$ cat src/rtl/sign_bcd_pkg.sv
// Shared widths and types for the signed binary to sign-magnitude BCD path.
package sign_bcd_pkg;

  localparam int BIN_W      = 8;
  localparam int BCD_DIGITS = 3;
  localparam int BCD_W      = BCD_DIGITS * 4;

  typedef logic [3:0] bcd_digit_t;

endpackage

$ cat src/rtl/bcd_double_dabble.sv
// Combinational 8-bit unsigned to three-digit BCD converter (shift-and-add-3).
module bcd_double_dabble
  import sign_bcd_pkg::*;
(
  input  logic [BIN_W-1:0] mag,
  output bcd_digit_t       hundreds,
  output bcd_digit_t       tens,
  output bcd_digit_t       ones
);

  // BCD digits live above the binary bits; the whole vector shifts left once per stage.
  logic [BCD_W+BIN_W-1:0] scratch;

  // Unrolled double dabble: adjust every nibble >= 5 by +3, then shift, for all 8 bits.
  always_comb begin
    scratch = '0;
    scratch[BIN_W-1:0] = mag;
    for (int i = 0; i < BIN_W; i++) begin
      for (int d = 0; d < BCD_DIGITS; d++) begin
        if (scratch[BIN_W+4*d +: 4] >= 4'd5) begin
          scratch[BIN_W+4*d +: 4] = scratch[BIN_W+4*d +: 4] + 4'd3;
        end
      end
      scratch = scratch << 1;
    end
  end

  assign ones     = scratch[BIN_W +: 4];
  assign tens     = scratch[BIN_W+4 +: 4];
  assign hundreds = scratch[BIN_W+8 +: 4];

endmodule

$ cat src/rtl/sign_bcd_converter.sv
// Registered two's-complement to sign-magnitude BCD converter, one-cycle latency.
module sign_bcd_converter
  import sign_bcd_pkg::*;
(
  input  logic             clk,
  input  logic             rst_n,
  input  logic [BIN_W-1:0] binary,
  output logic             sign_b,
  output bcd_digit_t       hundreds,
  output bcd_digit_t       tens,
  output bcd_digit_t       ones
);

  logic [BIN_W-1:0] mag;
  bcd_digit_t       hundreds_c;
  bcd_digit_t       tens_c;
  bcd_digit_t       ones_c;

  // Magnitude as an unsigned byte; -128 negates to 8'h80 which reads as 128.
  always_comb begin
    mag = binary;
    if (binary[BIN_W-1]) begin
      mag = (~binary) + 8'd1;
    end
  end

  bcd_double_dabble u_dabble (
    .mag      (mag),
    .hundreds (hundreds_c),
    .tens     (tens_c),
    .ones     (ones_c)
  );

  // Output bank: sign and all digits captured together so they stay coherent.
  always_ff @(posedge clk or negedge rst_n) begin
    if (!rst_n) begin
      sign_b   <= 1'b0;
      hundreds <= '0;
      tens     <= '0;
      ones     <= '0;
    end else begin
      sign_b   <= binary[BIN_W-1];
      hundreds <= hundreds_c;
      tens     <= tens_c;
      ones     <= ones_c;
    end
  end

endmodule

$ cat config.mk
export PLATFORM = sky130hd
export DESIGN_NAME = sign_bcd_converter
export DESIGN_NICKNAME = d
export VERILOG_FILES = /design/src/rtl/sign_bcd_pkg.sv /design/src/rtl/bcd_double_dabble.sv /design/src/rtl/sign_bcd_converter.sv
export SDC_FILE = /design/constraint.sdc
export NUM_CORES = 1
export LEC_CHECK = 0
export BUFFER_PORTS_ARGS = -buffer_cell sky130_fd_sc_hd__buf_2
export CAP_MARGIN = 5
export CORE_ASPECT_RATIO = 2
export CORE_MARGIN = 2
export CORE_UTILIZATION = 25
export CTS_CLUSTER_DIAMETER = 30
export CTS_CLUSTER_SIZE = 28
export DETAILED_ROUTE_END_ITERATION = 10
export SLEW_MARGIN = 0
export SYNTH_ARGS = -nofsm -noshare
export SYNTH_HDL_FRONTEND = slang
export SYNTH_SLANG_ARGS = --single-unit
$ cat constraint.sdc
create_clock -name clk -period 0.8 [get_ports clk]
set_input_delay 0.12 -clock clk [delete_from_list [all_inputs] [get_ports clk]]
set_output_delay 0.12 -clock clk [all_outputs]
set_load 0.02 [all_outputs]
* Word-level counts from Yosys, hierarchy flattened *
Cells that the tools add are included.

storage, ports and cells
  bits of input ports = 10
  logic and storage cells = 61
  output and inout port bits = 13
  register bits after elaboration = 13

cells by class
  add/sub/neg operators = 19
  bitwise logic cells = 1
  $lt $le $gt $ge = 18
  muxes and demuxes = 19

operator list
  cell                                                                    number
  4-bit by 3-bit >= comparator with 1-bit output (second input constant)  15
  4-bit two-way mux                                                       12
  4-bit by 2-bit adder with 4-bit output (second input constant)          11
  3-bit two-way mux                                                       6
  3-bit by 2-bit adder with 3-bit output (second input constant)          4
  8-bit by 1-bit adder with 8-bit output (second input constant)          1
  8-bit two-way mux                                                       1
  8-bit NOT                                                               1
  1-bit by 2-bit adder with 3-bit output (second input constant)          2
  1-bit by 3-bit >= comparator with 1-bit output (second input constant)  2
  1-bit by 2-bit adder with 3-bit output (both inputs constant)           1
  1-bit by 3-bit >= comparator with 1-bit output (both inputs constant)   1

* Logic depth before layout (Yosys ltp) *
Gate-level depths: netlist (run 1).

  depth in word-level cells = 17
  mapped depth = 30
  gate-level depth less buffers = 29

* Hierarchy *
A second synthesis (run 1) with hierarchy kept.

second synthesis, totals
  cell total of the unflattened synthesis = 167
  area, all modules = 1433.9 µm²

by module, submodules not included
  module              cells each  sequential area each (µm²)  area an instance (µm²)  times used
  bcd_double_dabble   134         0.0                         969.7                   1
  sign_bcd_converter  33          325.3                       464.2                   1

* Worst setup path before layout (run 1) *
OpenSTA, ideal clock, no wires.

  path kind = input port to flip-flop
  start point = input port binary[5]
  end point = register tens[1]
  data required time = 0.664 ns
  stages = 28
  arrival = 5.504 ns
  path buffers = 2
  library setup time = 0.136 ns
  setup slack = -4.840 ns
  cell sequence = buf_4 or4_4 o21ai_4 xor2_4 nand2_1 ha_1 clkbuf_1 o2111ai_1 o31ai_1 a211oi_1 xnor2_1 mux2i_1 nor2_1 ha_1 nand2b_1 o21ai_0 a221o_1 mux2i_1 xnor2_1 ha_1 nand2b_1 nand3_1 mux2i_2 inv_1 ha_1 o21ai_0 o221ai_1 mux2i_1

on the way
  cells in the longest elaborated chain, start to end = 17
  elaborated cells between the ends (all ways) = 36
  those cells by class = add/sub (12); order compare (11); mux (12); bitwise (1)

RTL lines
  what                                                                                                      line                                              source
  start, declared                                                                                           sign_bcd_converter.sv:7                           input logic [BIN_W-1:0] binary,
  8-bit NOT                                                                                                 sign_bcd_converter.sv:23                          mag = (~binary) + 8'd1;
  8-bit by 1-bit adder with 8-bit output                                                                    sign_bcd_converter.sv:23
  8-bit two-way mux (*)                                                                                     sign_bcd_converter.sv:22                          if (binary[BIN_W-1]) begin
  1-bit by 3-bit >= comparator with 1-bit output or 1-bit by 2-bit adder with 3-bit output (tied branches)  bcd_double_dabble.sv:20, bcd_double_dabble.sv:21
  3-bit two-way mux                                                                                         bcd_double_dabble.sv:20                           if (scratch[BIN_W+4*d +: 4] >= 4'd5) begin
  4-bit by 2-bit adder with 4-bit output or 4-bit by 3-bit >= comparator with 1-bit output (tied branches)  bcd_double_dabble.sv:21, bcd_double_dabble.sv:20
  4-bit two-way mux                                                                                         bcd_double_dabble.sv:20
  4-bit by 2-bit adder with 4-bit output or 4-bit by 3-bit >= comparator with 1-bit output (tied branches)  bcd_double_dabble.sv:21, bcd_double_dabble.sv:20
  [... 2 more ...]                                                                                          --
  4-bit two-way mux                                                                                         bcd_double_dabble.sv:20
  4-bit by 2-bit adder with 4-bit output or 4-bit by 3-bit >= comparator with 1-bit output (tied branches)  bcd_double_dabble.sv:21, bcd_double_dabble.sv:20
  4-bit two-way mux                                                                                         bcd_double_dabble.sv:20
  4-bit by 2-bit adder with 4-bit output or 4-bit by 3-bit >= comparator with 1-bit output (tied branches)  bcd_double_dabble.sv:21, bcd_double_dabble.sv:20
  4-bit two-way mux                                                                                         bcd_double_dabble.sv:20
  4-bit by 2-bit adder with 4-bit output or 4-bit by 3-bit >= comparator with 1-bit output (tied branches)  bcd_double_dabble.sv:21, bcd_double_dabble.sv:20
  4-bit two-way mux (*)                                                                                     bcd_double_dabble.sv:20
  named net tens_c[1]                                                                                       sign_bcd_converter.sv:16                          bcd_digit_t tens_c;
  end signal, assigned                                                                                      sign_bcd_converter.sv:44                          tens <= tens_c;
  end, declared                                                                                             sign_bcd_converter.sv:10                          output bcd_digit_t tens,

Mark *: on every way through the listed nets, which the timed path passes. The rest lies on a longest branch.

* Worst setup path after layout (run 1) *
  start point = input port binary[3]
  end point = register tens[1]

The elaborated chain is that of the path after synthesis.

==> results of run 1 <==
cell usage after synthesis (3+ instances only):
| master | number |
|---|---|
| nand2b_1 | 6 |
| dfrtp_1 | 11 |
| o211ai_1 | 7 |
| o31ai_1 | 3 |
| nor2b_1 | 4 |
| a211oi_1 | 3 |
| buf_4 | 3 |
| nand3_1 | 7 |
| o21ai_0 | 10 |
| mux2i_1 | 6 |
| nor3_1 | 6 |
| clkbuf_1 | 3 |
| nor2_1 | 19 |
| ha_1 | 10 |
| inv_1 | 13 |
| xnor2_1 | 8 |
| a21oi_1 | 9 |
| nand2_1 | 9 |
| a31oi_1 | 4 |
cell families after synthesis:
logic type	synth area share, %
AND/OR/NAND/NOR	23.1
AO/OA/AOI/OAI	28.1
buffers and inverters	6.09
XOR/XNOR	9.09
flip-flops	18.3
adder cells (fa/ha/maj)	8.34
multiplexers	6.67
other	0.250
worst max-delay path: stages:
cell,delay [ns]
buf_6,0.09
or4_4,0.54
o21ai_4,0.19
xor2_4,0.17
nand2_2,0.09
ha_4,0.20
xnor3_2,0.31
ha_4,0.21
nand2b_4,0.15
nand2_2,0.09
mux2i_4,0.09
nor2_4,0.14
ha_2,0.20
nand2b_4,0.15
o21ai_2,0.06
a221o_1,0.32
mux2i_4,0.26
xnor2_4,0.18
ha_2,0.21
nand2b_4,0.12
nand3_2,0.07
mux2i_4,0.16
inv_2,0.06
ha_4,0.19
o21ai_4,0.16
o221ai_2,0.12
mux2i_1,0.20
registers in the layout, indices dropped and copies added, names as in the netlist:
| signal | count |
|---|---|
| sign_b | 1 |
| tens | 4 |
| ones | 4 |
| hundreds | 2 |
final cells by class:
class | count | share of cell area, %
Tap cell | 63 | 2.70
Timing Repair Buffer | 125 | 33.9
Multi-Input combinational cell | 153 | 49.6
Sequential cell | 11 | 9.42
Clock buffer | 4 | 2.70
Inverter | 13 | 1.67
how the worst max path moves through the flow:
stage,slack [ns],start,endpoint
3_3_place_gp,-4.14,binary[4],tens[2]$_DFF_PN0_
6_report,-3.92,binary[3],tens[1]$_DFF_PN0_
4_1_cts,-3.86,binary[3],tens[1]$_DFF_PN0_
5_1_grt,-4.15,binary[3],tens[1]$_DFF_PN0_
2_1_floorplan,-4.29,binary[5],tens[2]$_DFF_PN0_
3_5_place_dp,-4.34,binary[4],tens[0]$_DFF_PN0_
power breakdown:
part / switching, mW / leakage [nW] / total [mW] / internal (mW)
sequential: 0.0857 / 0.138 / 0.827 / 0.741
clock: 0.233 / 0.0382 / 0.900 / 0.667
combinational: 1.95 / 1.16 / 4.27 / 2.32
total: 2.27 / 1.33 / 6.00 / 3.72
timing repair:
action	in CTS	in global routing
setup buffers	27	2
endpoints found under the hold margin	11	0
resized for setup	48	14
pin swaps	23	2
endpoints found under the setup margin	20	20
gates cloned	0	0
hold buffers	1	0
per-stage QoR:
| step | setup TNS (ns) | util [%] |
|---|---|---|
| 2_1_floorplan | -36.87 | - |
| 3_5_place_dp | -37.38 | 39.4 |
| 6_report | -34.92 | 49.5 |
| 3_3_place_gp | -35.81 | 39.4 |
| 4_1_cts | -34.14 | 47.8 |
| 5_1_grt | -36.83 | 49.5 |
per-layer routing:
layer  GRT usage, %  up-vias  wire length, µm
met5              0        -                0
met4           3.33        0               54
met3          0.680        5              123
met2           27.5       43             2710
met1           18.8      842             2050
li1               -      921                -
==> results.ini, run 1 <==
[floorplanning]
design.core.area_um2=5910
dieArea_um2=6670
die_y_um=114
fp.dieW_um=58.8
rows=40
start_util_pct=25.4
io_pins=23

[clock_network]
cts_tree=done
cts_sinks=11
cts_buffers=3
cts-root-buf=clkbuf_16
path_clk_slew_ns=0.04
clockBufferDepth=2
htreeDepth=1

[drt]
finalWirelength_mm=4.94
antenna_left=0
drt_iter0_drc=52
dr.pass1.iters=9
drc=2
num_vias=1811
avgRoutedWirePerCell_um=13.4
viasPerCell=4.91

[run_status]
outcome=finished, violations left
violations=design-rule violations, negative setup slack

[sta]
tightest_slew_ns=0.665
finalWorstSetupSlack_ns=-3.92
period_minus_slack_ns=4.72
setup_viol=20
rsz0062_at_grt=yes
finalCritPeriodShare_pct=590
drv_slew=0
hold_violations=0
fmax_mhz=212
relSlewSlack_pct=55.2
whs_ns=0.166

[synth]
syn_area_um2=1500
synth_edf_count=0
yosysSeqAreaShare_pct=18.3
synthTopCellsByArea=dfrtp_1 18%, ha_1 8.3%, nor2_1 4.8%
synth-main-ff-cell=dfrtp_1
yosys.area.top_type=dfrtp_1
ys_async_sr_fraction_pct=100
synth.avg_cell_area_um2=8.15
ys_types=58
synth_seq_cells=11
syn_inst=184
yosysWarnings=0
synth_top_area_share_pct=18.3

[global_routing]
grt_max_degree=12
antenna_found_initial=0
grtUsageTotal_pct=15.0
grt_remaining_overflow=0
grt_pass1_vias=1821
grt_pass1_wl_mm=8.16

[power_and_ir_drop]
vdd_drop_max_v=0.000903
power_mw=6.00
p_per_area_nw_per_um2=2050
p_leak_nw=1.33

[cells_and_area]
final_area_um2=2920
area_growth_pct=94.8
drive_gt1_share_pct=60.1
mostFrequentLayoutCells=99 x buf_4, 18 x buf_6, 15 x nor2_1
fillers=526
diodes=0
final_cells=369
nets=327
final_common_cell=buf_4
regArea_um2=275
multi_input_area_um2=1450

[placement]
place_ws_ns=-4.34
dp_hpwl_mm=3.52
port-buffer-count=20
gp_congestion=0.911
dp.cells=335
place_area_um2=2330

[run]
cap_violations=0

[worst_setup_path]
endpoint_kind=flop
start_kind=input pin
required_ns=0.95
arrival_ns=4.87
setup.worst_path.class=input pin to flop
cp_max_fo=6

[min_path]
hp-class=input pin to flop
hold_end=ones[0]$_DFF_PN0_
min_from=binary[0]
min_delay_path_depth=2

Power figures use the tool's default switching activity.
==> run 2: changes to the inputs <==
- CTS_BUF_LIST: unset -> sky130_fd_sc_hd__clkbuf_4 sky130_fd_sc_hd__clkbuf_8
- clock period: 0.8 -> 4.5 ns (I/O delays scaled with it)
==> run 2 against run 1 <==
Compared with the run above:
- the run still ends with design-rule violations, negative setup slack left
- utilization is 4.4 points lower
- clock-buffer cell count stayed put
- highest routed layer unchanged
- sequential cell count unchanged
- sequential power is 83% lower
- first-iteration DRC count is 33% higher
==> results.ini, run 2 (synthesized netlist as in run 1, its figures left out) <==
[cells_and_area]
diodes=0  ; unchanged
final_cells=355  ; -3.8%
reg_top3=ones (4), tens (4), hundreds (2)
area_growth_pct=77.3
final_common_cell=buf_4
drive_gt1_share_pct=58.6  ; -1.6 points
utilization_pct=45.0  ; -4.4 points
mostFrequentLayoutCells=91 x buf_4, 18 x buf_2, 15 x nor2_1
nets=313  ; -4.3%

[placement]
gp_congestion=0.862  ; -5.3%
dp_hpwl_mm=3.49  ; -0.79%
port-buffer-count=20  ; unchanged
dp.cells=330  ; -1.5%

[worst_setup_path]
cp_max_fo=6  ; unchanged
required_ns=4.61  ; +3.66 ns
start_kind=input pin
endpoint_kind=flop
slowest_delay_ns=0.55  ; about the same
cpLargestDelayFamily=simple AND/OR/NAND/NOR gates
arrival_ns=5.36  ; +0.49 ns
setup.worst_path.class=input pin to flop
cpMaxStageDelayCell=or4_4
path_buf_inv=2  ; unchanged
cp_common_cell=ha_4

[power_and_ir_drop]
vdd_drop_max_v=0.000132  ; -85%
p_per_area_nw_per_um2=345  ; -83%
p_leak_nw=1.22  ; -8.1%
power_mw=0.918  ; -85%

[clock_network]
clockBufferDepth=2  ; unchanged
cts_tree=done
path_clk_slew_ns=0.05  ; about the same
holdBufCountCts=0  ; -1
cts_buffers=3  ; unchanged
htreeDepth=1  ; unchanged
cts-root-buf=clkbuf_8
cts_sinks=11  ; unchanged

[drt]
num_vias=1783  ; -1.5%
viasPerCell=5.02  ; +2.3%
finalWirelength_mm=4.79  ; -3.1%
drc=4  ; +2
dr.pass1.iters=7  ; -2
antenna_left=0  ; unchanged
drt_iter0_drc=69  ; +33%
avgRoutedWirePerCell_um=13.5  ; +0.70%

[run_status]
outcome=finished, violations left
violations=design-rule violations, negative setup slack

[floorplanning]
rows=40  ; unchanged
die_y_um=114  ; unchanged
io_pins=23  ; unchanged
dieArea_um2=6670  ; unchanged
design.core.area_um2=5910  ; unchanged
start_util_pct=25.4  ; unchanged
fp.dieW_um=58.8  ; unchanged

[sta]
hold_violations=0  ; unchanged
finalWorstSetupSlack_ns=-0.757  ; +3.17 ns
fmax_mhz=190
tightest_slew_ns=0.728  ; +0.0635 ns
setup_viol=8  ; -60%
rsz0062_at_grt=yes
whs_ns=0.292  ; +0.127 ns
relSlewSlack_pct=51.1  ; -4.1 points
drv_slew=0  ; unchanged
setup_tns_ns=-5.78  ; +29.14 ns
period_minus_slack_ns=5.26
finalCritPeriodShare_pct=117

[run]
cap_violations=0  ; unchanged

[global_routing]
antenna_found_initial=0  ; unchanged
grt_pass1_wl_mm=7.98  ; -2.3%
grt_pass1_vias=1820  ; -0.055%
grt_remaining_overflow=0  ; unchanged
grt_max_degree=12  ; unchanged
grtUsageTotal_pct=14.8  ; -0.26 points

[min_path]
hp-class=input pin to async pin

==> run 2: cell types whose count changed in the layout (fill, tap and decap cells not counted), sizes merged <==
cell and delta:
buf -13, dlygate4sd3 -1
==> run 2: layout make-up <==
class / count / area [µm²]
Fill cell: 569 / 3250
Multi-Input combinational cell: 153 / 1410
Timing Repair Buffer: 111 / 796
Sequential cell: 11 / 275
Tap cell: 63 / 78.8
Clock buffer: 4 / 48.8
Inverter: 13 / 48.8
==> run 2: worst paths after layout <==
kind                       startpoint                     to  slack (ns)  cells past startpoint
worst max-delay path        binary[3]      tens[2]$_DFF_PN0_       -0.76                     28
worst min-delay path            rst_n      tens[0]$_DFF_PN0_        0.29                      1
max in group asynchronous       rst_n  hundreds[0]$_DFF_PN0_        4.02                      1
min in group clk            binary[0]      ones[0]$_DFF_PN0_        0.71                      2
==> run 2: metal layers <==
layer  wire (µm)  part of all wire (%)  track usage, %  vias up
met3         122                   2.5           0.567        8
li1            -                     -               -      886
met2        2690                    56            28.7       36
met1        1890                    39            16.7      853
met4          87                   1.8            3.94        0
met5           0                     0               0        -
==> run 2: through the flow <==
stage               area (µm²)  setup slack, ns
global placement          2290           -0.975
global route              2660            -1.04
CTS                       2570           -0.674
floorplan                 1640            -1.15
detailed placement        2290            -1.16
finish                    2660           -0.757
==> run 2: timing repair <==
item	CTS	global route
setup buffers	17	4
endpoints found under the setup margin	8	9
gates resized for setup	24	9
pin swaps	20	3
==> run 2: power by group <==
part           internal [mW]  leakage (nW)  switching (mW)  total, mW
sequential             0.131         0.138         0.00606      0.137
combinational          0.347          1.06           0.331      0.679
clock                 0.0680        0.0262          0.0347      0.103
total                  0.546          1.22           0.372      0.918
==> run 3: changes to the inputs <==
- CORE_UTILIZATION: 25 -> 55
- PLACE_DENSITY: unset -> 0.78
==> run 3 against run 2 <==
Compared with the run above:
- the run now fails in clock tree synthesis
- area after synthesis unchanged
- synthesized cell count unchanged
==> results.ini, run 3 <==
[synth]
syn_area_um2=1500  ; unchanged
ys_types=58  ; unchanged
yosysWarnings=0  ; unchanged
synth_seq_cells=11  ; unchanged
synth_edf_count=0  ; unchanged
synth.avg_cell_area_um2=8.15  ; unchanged
synthTopCellsByArea=dfrtp_1 18%, ha_1 8.3%, nor2_1 4.8%
yosysSeqAreaShare_pct=18.3  ; unchanged
ys_async_sr_fraction_pct=100  ; unchanged
yosys.cell_count.top_type=nor2_1
synthTopCellsByCount=19 x nor2_1, 13 x inv_1, 11 x dfrtp_1
yosys.area.top_type=dfrtp_1
synth-main-ff-cell=dfrtp_1
syn_inst=184  ; unchanged
synth_top_area_share_pct=18.3  ; unchanged

[clock_network]
cts-root-buf=clkbuf_8
htreeDepth=1  ; unchanged
clockBufferDepth=2  ; unchanged
cts_buffers=3  ; unchanged
holdBufCountCts=0  ; unchanged
cts_resized=27  ; +13%
cts_sinks=11  ; unchanged
cts_setup_buffers=10  ; -7

[run_status]
tool.error=[ERROR DPL-0033] detailed placement checks failed during check placement.
failed_stage=clock tree synthesis
outcome=aborted with a tool error

[placement]
port-buffer-count=20  ; unchanged
place_ws_ns=-1.32  ; -0.165 ns
gp_congestion=0.828  ; -4.0%
dp_hpwl_mm=4.16  ; +19%
place_area_um2=2220  ; -2.9%
dp.cells=292  ; -12%

[floorplanning]
rows=26  ; -35%
fp.dieW_um=40.9  ; -30%
io_pins=23  ; unchanged
die_y_um=77.9  ; -31%
start_util_pct=58.4  ; +33 points

==> run 3: cell counts after synthesis <==
Identical to the previous run, type by type.
==> run 3: logic make-up after synthesis <==
| group | after synthesis | synth area share, % |
|---|---|---|
| muxes | 9 | 6.67 |
| DFF | 11 | 18.3 |
| buffers and inverters | 21 | 6.09 |
| AOI/OAI and AO/OA | 56 | 28.1 |
| adders and majority gates | 10 | 8.34 |
| xor gates and xnor gates | 11 | 9.09 |
| and+or+nand+nor | 65 | 23.1 |
| other | 1 | 0.250 |
==> run 3: metrics by stage <==
step                      setup TNS (ns)  utilization [%]
after detailed placement          -10.19             86.4
after floorplan                    -8.64                -
after global placement             -8.15             86.4
==> run 4: changes to the inputs <==
- CORE_ASPECT_RATIO: 2 -> unset
- CORE_UTILIZATION: 55 -> 40
- CTS_BUF_LIST: sky130_fd_sc_hd__clkbuf_4 sky130_fd_sc_hd__clkbuf_8 -> unset
- CTS_CLUSTER_DIAMETER: 30 -> unset
- CTS_CLUSTER_SIZE: 28 -> unset
- PLACE_DENSITY: 0.78 -> unset
- PLACE_DENSITY_LB_ADDON: unset -> 0.15
==> run 4 against run 3 <==
Compared with the run above:
- the flow now finishes, with violations (negative setup slack)
==> results.ini, run 4 (synthesized netlist as in run 1, its figures left out) <==
[global_routing]
antenna_found_initial=0
grt_pass1_wl_mm=7.98
grt_max_degree=12
grt_pass1_vias=1757
grt_remaining_overflow=0
grtUsageTotal_pct=23.8

[drt]
drc=0
antenna_left=0
num_vias=1775
avgRoutedWirePerCell_um=14.3
finalWirelength_mm=4.80
drt_iter0_drc=64
viasPerCell=5.28
dr.pass1.iters=4

[worst_setup_path]
cpMaxStageDelayCell=or4_4
slowest_delay_ns=0.56
arrival_ns=5.41
required_ns=4.65
cp-startpoint=binary[2]
start_kind=input pin
endpoint_kind=flop
setup.worst_path.class=input pin to flop
cp_max_fo=6
worstSetupEndpoint=ones[1]$_DFF_PN0_

[floorplanning]
rows=22  ; -15%
io_pins=23  ; unchanged
die_y_um=65.2  ; -16%
dieArea_um2=4260
design.core.area_um2=3630
fp.dieW_um=65.2  ; +59%
start_util_pct=41.3  ; -17 points

[cells_and_area]
fillers=288
reg_top3=ones (4), tens (4), hundreds (2)
final_common_cell=buf_4
drive_gt1_share_pct=58.3
multi_input_area_um2=1420
regArea_um2=275
area_growth_pct=74.7
diodes=0
mostFrequentLayoutCells=86 x buf_4, 18 x buf_2, 16 x nor2_1
final_area_um2=2620
nets=309

[power_and_ir_drop]
vdd_drop_max_v=0.000155
p_leak_nw=1.21
p_per_area_nw_per_um2=363

[sta]
finalWorstSetupSlack_ns=-0.768
rsz0062_at_grt=yes
drv_slew=0
hold_violations=0
finalCritPeriodShare_pct=117
fmax_mhz=190
tightest_slew_ns=0.802
relSlewSlack_pct=46.0
period_minus_slack_ns=5.27
setup_viol=8

[clock_network]
cts_buffers=3  ; unchanged
htreeDepth=1  ; unchanged
cts-root-buf=clkbuf_8
path_clk_slew_ns=0.05
cts_sinks=11  ; unchanged
clockBufferDepth=2  ; unchanged
cts_tree=done

[placement]
dp_hpwl_mm=3.50  ; -16%
port-buffer-count=20  ; unchanged
gp_congestion=0.970  ; +17%
place_area_um2=2250  ; +1.1%
place_ws_ns=-1.15  ; +0.170 ns

[run_status]
violations=negative setup slack
outcome=finished, violations left

[min_path]
hp-class=input pin to async pin

[run]
cap_violations=0

[run 4: critical path, delay by kind of cell]
family	cells	cell delay (ns)
AOI/OAI and AO/OA	6	1.19
buffers and inverters	2	0.21
adders and majority gates	4	0.82
and+or+nand+nor	8	1.34
muxes	2	0.55
xor gates and xnor gates	3	0.61
[run 4: per-stage QoR]
stage	total power, mW	TNS, ns	utilization [%]	hold WS (ns)	cells
floorplan	0.518	-8.64	-	0.379	185
global placement	0.697	-7.53	61.8	0.543	312
detailed placement	0.714	-8.89	61.8	0.548	312
CTS	0.882	-4.98	68.5	0.297	329
global route	1.02	-7.69	72.1	0.301	336
finish	0.952	-5.95	72.1	0.287	336
[run 4: worst min-delay path by stage]
stage	start	endpoint	slack, ns
floorplan	rst_n	hundreds[0]$_DFF_PN0_	0.38
global placement	rst_n	ones[2]$_DFF_PN0_	0.54
detailed placement	rst_n	sign_b$_DFF_PN0_	0.55
CTS	rst_n	sign_b$_DFF_PN0_	0.30
global route	rst_n	sign_b$_DFF_PN0_	0.30
finish	rst_n	ones[0]$_DFF_PN0_	0.29
[run 4: layout make-up]
| type | count | share of cell area [%] |
|---|---|---|
| Clock buffer | 4 | 1.72 |
| Inverter | 13 | 1.86 |
| Multi-Input combinational cell | 153 | 54.3 |
| Sequential cell | 11 | 10.5 |
| Tap cell | 48 | 2.29 |
| Timing Repair Buffer | 107 | 29.4 |
[run 4: repair_timing]
| action | 4_1_cts | 5_1_grt |
|---|---|---|
| pin swaps | 18 | 23 |
| setup buffers | 13 | 8 |
| gates resized for setup | 20 | 13 |
| endpoints found under the hold margin | 0 | 0 |
| hold buffers | 0 | 0 |
| endpoints found under the setup margin | 8 | 9 |
[run 4: power by group]
part	internal, mW	switching, mW	leakage (nW)	total [mW]
clock	0.0621	0.0356	0.0228	0.0977
sequential	0.131	0.00721	0.138	0.138
combinational	0.364	0.352	1.05	0.716
[run 4: layer usage]
layer / wire, µm / part of all wire [%] / track usage [%]
met1: 2120 / 44 / 29.9
met2: 2430 / 51 / 43.6
met3: 173 / 3.6 / 1.37
met4: 87 / 1.8 / 7.03
met5: 0 / 0 / 0
